<file path="src/rtl/roi_downsample.sv">
// ROI crop + 8x8 box-filter downsampler: 224x224 window of the source frame -> 28x28 pixels,
// with guaranteed 784 outputs per accepted frame (zero padding on truncation).
module roi_downsample #(
  parameter int IMG_W  = 640,
  parameter int IMG_H  = 480,
  parameter int X0     = 208,
  parameter int Y0     = 128,
  parameter bit INVERT = 1'b1
) (
  input  logic       clk,
  input  logic       rst_n,
  input  logic       en,
  input  logic       frame_start,
  input  logic [7:0] pix_in,
  input  logic       pix_in_valid,
  output logic [7:0] data_out,
  output logic       data_out_valid,
  output logic       frame_done,
  output logic       abort_err
);

  localparam int ROI  = 224;
  localparam int BLKS = 28;
  localparam int CW   = $clog2(IMG_W);
  localparam int RW   = $clog2(IMG_H + 1);

  typedef enum logic [1:0] {IDLE, RUN, PAD} state_t;

  state_t        state;
  logic [CW-1:0] col;
  logic [RW-1:0] row;
  logic [9:0]    out_cnt;
  logic [13:0]   acc [BLKS];

  logic          starting;
  logic [CW-1:0] cur_col;
  logic [RW-1:0] cur_row;
  logic          accept;
  logic          in_roi;
  logic [7:0]    rel_col;
  logic [7:0]    rel_row;
  logic [4:0]    blk;
  logic [13:0]   acc_cur;
  logic [13:0]   sum;
  logic          emit;

  // A frame start seen with pix_in_valid makes that pixel (0,0), so the
  // datapath looks at zeroed counters/accumulators in the starting cycle.
  always_comb begin
    // NOTE: every always_comb output gets a default first so no latch is inferred.
    starting = 1'b0;
    if (frame_start && en)
      starting = (state == IDLE) || (state == RUN && out_cnt == 10'd0);
    cur_col = starting ? '0 : col;
    cur_row = starting ? '0 : row;
    accept  = pix_in_valid && (starting || (state == RUN && !frame_start))
              && (32'(cur_row) < IMG_H);
    in_roi  = accept
              && (32'(cur_col) >= X0) && (32'(cur_col) < X0 + ROI)
              && (32'(cur_row) >= Y0) && (32'(cur_row) < Y0 + ROI);
    rel_col = 8'(32'(cur_col) - 32'(X0));
    rel_row = 8'(32'(cur_row) - 32'(Y0));
    blk     = rel_col[7:3];
    acc_cur = starting ? '0 : acc[blk];
    sum     = acc_cur + 14'(pix_in);
    emit    = in_roi && !frame_start && (rel_row[2:0] == 3'd7) && (rel_col[2:0] == 3'd7);
  end

  always_ff @(posedge clk) begin
    if (!rst_n) begin
      state          <= IDLE;
      col            <= '0;
      row            <= '0;
      out_cnt        <= '0;
      data_out       <= '0;
      data_out_valid <= 1'b0;
      frame_done     <= 1'b0;
      abort_err      <= 1'b0;
      // NOTE: the accumulator bank is reset too, so a frame never starts from stale sums.
      for (int i = 0; i < BLKS; i++) acc[i] <= '0;
    end else begin
      data_out       <= '0;
      data_out_valid <= 1'b0;
      frame_done     <= 1'b0;
      abort_err      <= 1'b0;

      // NOTE: non-blocking assignments; a later assignment in this block wins,
      // which lets the pixel update below override the start-of-frame clear.
      if (starting) begin
        state   <= RUN;
        col     <= '0;
        row     <= '0;
        out_cnt <= '0;
        for (int i = 0; i < BLKS; i++) acc[i] <= '0;
      end

      unique case (state)
        IDLE: ;
        RUN: begin
          if (frame_start) begin
            if (out_cnt != 10'd0) begin
              abort_err <= 1'b1;
              state     <= PAD;
            end else if (!en) begin
              state <= IDLE;
            end
          end else if (emit) begin
            data_out_valid <= 1'b1;
            data_out       <= INVERT ? ~sum[13:6] : sum[13:6];
            out_cnt        <= out_cnt + 10'd1;
            if (out_cnt == 10'd783) begin
              frame_done <= 1'b1;
              state      <= IDLE;
            end
          end
        end
        PAD: begin
          data_out_valid <= 1'b1;
          out_cnt        <= out_cnt + 10'd1;
          if (out_cnt == 10'd783) begin
            frame_done <= 1'b1;
            state      <= IDLE;
          end
        end
        default: state <= IDLE;
      endcase

      if (accept) begin
        if (cur_col == CW'(IMG_W - 1)) begin
          col <= '0;
          row <= cur_row + RW'(1);
        end else begin
          col <= cur_col + CW'(1);
        end
        if (in_roi) acc[blk] <= emit ? 14'd0 : sum;
      end
    end
  end

endmodule

</file>
<file path="config.mk">
export PLATFORM = sky130hd
export DESIGN_NAME = roi_downsample
export DESIGN_NICKNAME = d
export VERILOG_FILES = /design/src/rtl/roi_downsample.sv
export SDC_FILE = /design/constraint.sdc
export NUM_CORES = 1
export LEC_CHECK = 0
export BUFFER_PORTS_ARGS = -buffer_cell sky130_fd_sc_hd__buf_2
export CAP_MARGIN = 20
export CORE_UTILIZATION = 52
export CTS_CLUSTER_SIZE = 25
export DETAILED_ROUTE_END_ITERATION = 10
export GPL_TIMING_DRIVEN = 0
export PLACE_DENSITY = 0.8
export SYNTH_ARGS = -nofsm -noshare
export SYNTH_HDL_FRONTEND = slang
export SYNTH_SLANG_ARGS = --single-unit
</file>
<file path="constraint.sdc">
create_clock -name clk -period 5.3 [get_ports clk]
set_clock_uncertainty 0.15 [all_clocks]
set_input_delay 0.265 -clock clk [delete_from_list [all_inputs] [get_ports clk]]
set_output_delay 0.265 -clock clk [all_outputs]
set_load 0.1 [all_outputs]
</file>
# --- Word level (Yosys, flattened, before mapping) ---
# Memory sizes are Yosys's and may differ from the RTL's.
# Index checks and enable logic that the tools add are counted.
word_totals:
  regBits: 42
  ram_bits: 392
  input_bits: 13
  output_inout_bits: 11
  wordCells: 146
  memories: 1
op_classes:
  addsub: 6
  order_cmp: 5
  eq_ne: 6
  muxes: 67
  n_bitwise: 32
  n_reduce_logical: 21
mem_list:
  columns: ["name", "words", "word_bits", "read_ports", "rd_clocked_by_memory_dff", "wr", "line_no", "rtl"]
  rows:
  - ["acc", 28, 14, 1, 0, 28, "33", "logic [13:0] acc [BLKS];"]
op_table:
  columns: ["cell", "n"]
  rows:
  - ["two-way mux 14 bit", 31]
  - ["two-way mux 10 bit", 6]
  - ["OR 1 bit", 28]
  - ["two-way mux 9 bit", 3]
  - ["adder 10 x 1 -> 10 bit (second input constant)", 2]
  - ["== test 10 bit (second input constant)", 2]
  - ["case mux 10 bit (2 select lines)", 1]
  - ["less-than comparator 9 bit (second input constant)", 2]
  - ["two-way mux 1 bit", 16]
  - ["adder 14 x 8 -> 14 bit", 1]
  - ["OR reduction 14 bit", 1]
  - ["logical AND 1 bit", 12]
  - ["two-way mux 2 bit", 6]
  - ["greater-or-equal comparator 10 x 8 -> 1 bit (second input constant)", 1]
  - ["logical NOT 10 bit", 1]
  - ["less-than comparator 10 x 9 -> 1 bit (second input constant)", 1]
  - ["nonzero test 10 bit", 1]
  - ["adder 9 x 1 -> 9 bit (second input constant)", 1]
  - ["greater-or-equal comparator 9 x 8 -> 1 bit (second input constant)", 1]
  - ["NOT 8 bit", 1]
  - ["subtractor 8 bit (second input constant)", 1]
  - ["== test 3 bit (second input constant)", 2]
  - ["case mux 2 bit (3 select lines)", 1]
  - ["two-way mux 5 bit", 1]
  - ["10 further kinds", 14]

# --- Longest topological paths before layout ---
logic_depth:
  depth_word: 17
  mapped_depth: 28
  ltp_nobuf: 22

# --- Worst setup path before layout ---
# Ideal clock, no wire load.
synth_timing:
  path_kind: "register to register"
  startpoint: "register col[4]"
  endpoint: "memory acc[28][8] (data pin)"
  setup_ns: 0.263
  arrival_ns: 4.605
  t_required_ns: 4.887
  slack_ns: 0.282
  path_stages_with_launch: 25
  n_path_buf: 9
  period_less_slack_ns: 5.018
  path_cell_list: "dfxtp_1 > buf_4 > buf_2 > buf_4 > buf_4 > buf_2 > buf_2 > buf_1 > mux2i_1 > o221ai_1 > o21ai_0 > a21oi_1 > ha_1 > fa_1 > a21o_1 > a21oi_1 > o21bai_1 > a21oi_1 > o21bai_1 > a21oi_1 > xnor2_1 > nand2_1 > buf_2 > buf_2 > inv_1"
synth_rtl:
  columns: ["item", "line_no", "rtl"]
  rows:
  - ["start: declaration", "30", "logic [CW-1:0] col;"]
  - ["start signal: assignment", "133", "col <= cur_col + CW'(1);"]
  - ["end: declaration", "33", null]

==> key figures <==
Global route
  – Total track usage: 33.5%
  – Initial antenna violation count: 1
  – Number of global-route vias before repair: 16900
  – Largest net degree at the start of global routing: 20
  – Grt total ovfl: 0
  – First-pass GRT wire length: 106000 um

Worst setup path
  – Worst EP required: 5.58 ns
  – Flop-to-flop setup slack: -0.006 ns
  – Worst-path cell chain: inv_2 -> ha_4 -> and3_4 -> and4_4 -> buf_12 -> nor3_4 -> a221oi_2 -> a21oi_1 -> o22ai_1 -> or3_1 -> a21oi_1 -> ha_2 -> a21o_1 -> a21oi_2 -> o21bai_1 -> a21oi_2 -> o21a_1 -> nor3_4 -> buf_12 -> nand2_1 -> or3_4 -> buf_6 -> a21oi_4
  – Largest fanout on the critical path: 10
  – CP Class: register to register
  – RR Endpoint: acc[30][13]
  – Worst path max stage delay: 0.54 ns
  – Slowest stage cell, crit path: nor3_4
  – FF-to-FF Start: state[1]
  – Worst Setup End Kind: register
  – Worst Reg-to-Reg Cells: 23
  – CP arrival: 5.58 ns
  – CP Launch Type: register

Clocking
  – Clk_lat worst skew: 0.61 ns
  – Clk Tree Root Cell: clkbuf_16
  – CTS tree: built
  – Total CTS buffers: 49
  – H-Tree Depth: 2
  – Clock Path Buffers: 3
  – Clock transition at path regs: 0.06 ns
  – Clock Sinks: 490

Die
  – Core Area: 0.0423 mm2
  – IO Count: 24
  – Starting Density: 53.1%
  – Chip Width: 210 um
  – Row cnt: 75
  – Die Y: 210 um
  – Area of the die: 0.0441 mm2

Drt
  – Via Count: 17600
  – Via-per-instance ratio: 6.57
  – Wire per inst: 27.6 um
  – Iteration-0 DRC Markers: 3149
  – TritonRoute pass-1 iters: 8
  – DR DRC count: 0
  – Routed Antenna Nets: 0
  – Final WL: 73700 um

Logic synthesis
  – Asr flop ratio synth: 0%
  – Library cells used by synthesis: 80
  – Most used DFF post-synth: edfxtp_1
  – Post-synthesis average cell area: 11.8 um2
  – Post-synth EDFFs: 448
  – Post-synthesis sequential area ratio: 63.6%
  – Cell taking the most area after synthesis: edfxtp_1
  – Mapped Area: 0.0225 mm2
  – Top cell type's share of synthesized area: 59.8%
  – Yosys synthesis warning count: 0
  – Number of synthesized register bits: 490
  – Post-Synthesis Cells: 1911
  – Top post-synthesis cells by area: edfxtp_1 (60%), nor2_1 (7.0%), dfxtp_1 (3.7%)

Timing
  – Max_slew headroom: 35.9%
  – Final min period: 5.31 ns
  – Period utilisation layout: 100%
  – Final setup margin: -0.00619 ns
  – Setup-failing EPs final: 4
  – Final hold violation count: 0
  – Peak Freq: 188 MHz
  – Slew @ Worst Pin: 0.954 ns
  – Fin. max-slew vios: 0

Placement
  – Port Buffers: 22
  – Placed wire-length estimate: 51600 um
  – Placement Setup Slack: -2.59 ns
  – Gp weighted congestion: 1.04
  – DP Area: 0.0235 mm2

Layout
  – Layout Nets: 2092
  – Antenna diodes: 0
  – Synth-to-Final Area Change: 15.6%
  – Layout cells sized above 1: 16.5%
  – Final core occ: 61.4%
  – Final Cell Area: 0.0260 mm2
  – Fill cells: 3255

Min path
  – Hold Path End: data_out[0]
  – Hold Path Class: input port to register
  – Worst Hold Depth: 4
  – Hold path startpoint: pix_in[6]

Run
  – Maxcap violations: 0

Run status
  – Status: complete, but fails checks
  – Violated checks: setup timing

Power and ir drop
  – Peak VDD IR: 0.000285 V
  – LEAKAGE: 9.58 nW
  – Pwr dens: 338 mW/mm2
## final cells by class
cell class / instances / area, um2 / area share [%]
tap: 577 / 722 / 2.78
clock inverter: 19 / 193 / 0.741
multi-input combinational: 1308 / 7960 / 30.6
buffer: 136 / 1030 / 3.96
timing repair buffer: 46 / 310 / 1.19
sequential: 490 / 14300 / 55.0
clock buffer: 70 / 1380 / 5.29
inverter: 28 / 105 / 0.404
## cell families (layout without fill, tap and decap cells)
group	count (synthesis)	after routing	synth area share, %
AO/OA/AOI/OAI	384	384	11.4
XOR/XNOR	25	25	0.974
adder cells (fa/ha/maj)	20	20	1.15
buffers and inverters	168	299	3.40
flip-flops	490	490	63.6
multiplexers	77	77	4.49
other	1	56	0.0167
AND/OR/NAND/NOR	746	746	15.0
## critical path: cells and delay by family (launching register included)
| kind | cells | cell delay [ns] |
|---|---|---|
| simple gates | 7 | 2.09 |
| compound gates | 10 | 1.51 |
| buf+inv | 4 | 0.53 |
| fa+ha+maj | 2 | 0.46 |
| flops | 1 | 0.37 |
## worst max-delay path by stage
stage	from	to	slack (ns)
floorplan	col[4]	acc[28][8]	0.28
global placement	state[1]	acc[28][10]	-2.49
detailed placement	state[1]	acc[28][9]	-2.59
CTS	state[1]	acc[28][7]	0.001
global route	state[1]	acc[25][13]	-0.05
finish	state[1]	acc[30][13]	-0.006
## synthesized netlist by cell type, types with 5 or more instances
library cell	n
a211oi_1	10
a21oi_1	113
a22oi_1	7
a31oi_1	5
and2_1	6
and3_1	30
and4_1	6
buf_1	8
buf_2	35
buf_4	6
buf_6	9
clkbuf_1	82
dfxtp_1	42
edfxtp_1	448
ha_1	19
inv_1	28
mux2_2	11
mux2i_1	48
mux4_2	18
nand2_1	123
nand2b_1	5
nand3_1	40
nand3b_1	5
nand4_1	12
nor2_1	417
nor2b_1	5
nor3_1	28
nor4_1	5
o211ai_1	69
o21a_1	5
o21ai_0	39
o221ai_1	28
o22ai_1	53
or2_2	33
or3_1	8
xnor2_1	16
xor2_1	9
## power by group
part	internal, mW	total [mW]	leakage (nW)	switching (mW)
clock	1.96	3.47	0.762	1.51
combinational	0.201	0.752	3.73	0.551
sequential	4.49	4.56	5.08	0.0731
## sequential cells by signal, summed over array words and instances, names as in the netlist
name,count
col,10
data_out,8
abort_err,1
row,9
acc,448
frame_done,1
state,2
data_out_valid,1
out_cnt,10
## placed cells by master, fill, tap and decap left out, drive strengths merged, types with 41 or more instances in the layout
cell	count
conb	56
a21oi	115
buf	107
mux2i	48
o21ai	42
nand2	124
o22ai	53
nor2	418
clkbuf	142
nand3	41
dfxtp	42
edfxtp	448
o211ai	69
## metal layers
metal	part of all wire, %	vias to the layer above	global-route usage (%)
li1	-	7333	-
met1	35	8395	42.5
met2	45	1496	52.0
met3	12	352	6.48
met4	7.7	0	23.8
met5	0	-	0
## stage by stage
step | instances | TNS [ns] | hold slack [ns] | power (mW)
floorplan | 1966 | 0 | 0.274 | 5.01
global placement | 2565 | -935.72 | 0.346 | 5.25
detailed placement | 2567 | -1010.57 | 0.362 | 5.28
finish | 2674 | -0.0150 | 0.0143 | 8.78
global route | 2674 | -0.500 | 0.0695 | 8.95
CTS | 2663 | 0 | 0.00691 | 8.71
## timing repair
item | in CTS | in global routing
pin swaps | 11 | 18
endpoints found under the hold margin | 12 | 0
hold buffers | 3 | 0
setup buffers | 6 | 13
resized for setup | 184 | 71
setup endpoints to repair | 880 | 430
Note: power is estimated with default switching activity, not from simulation.
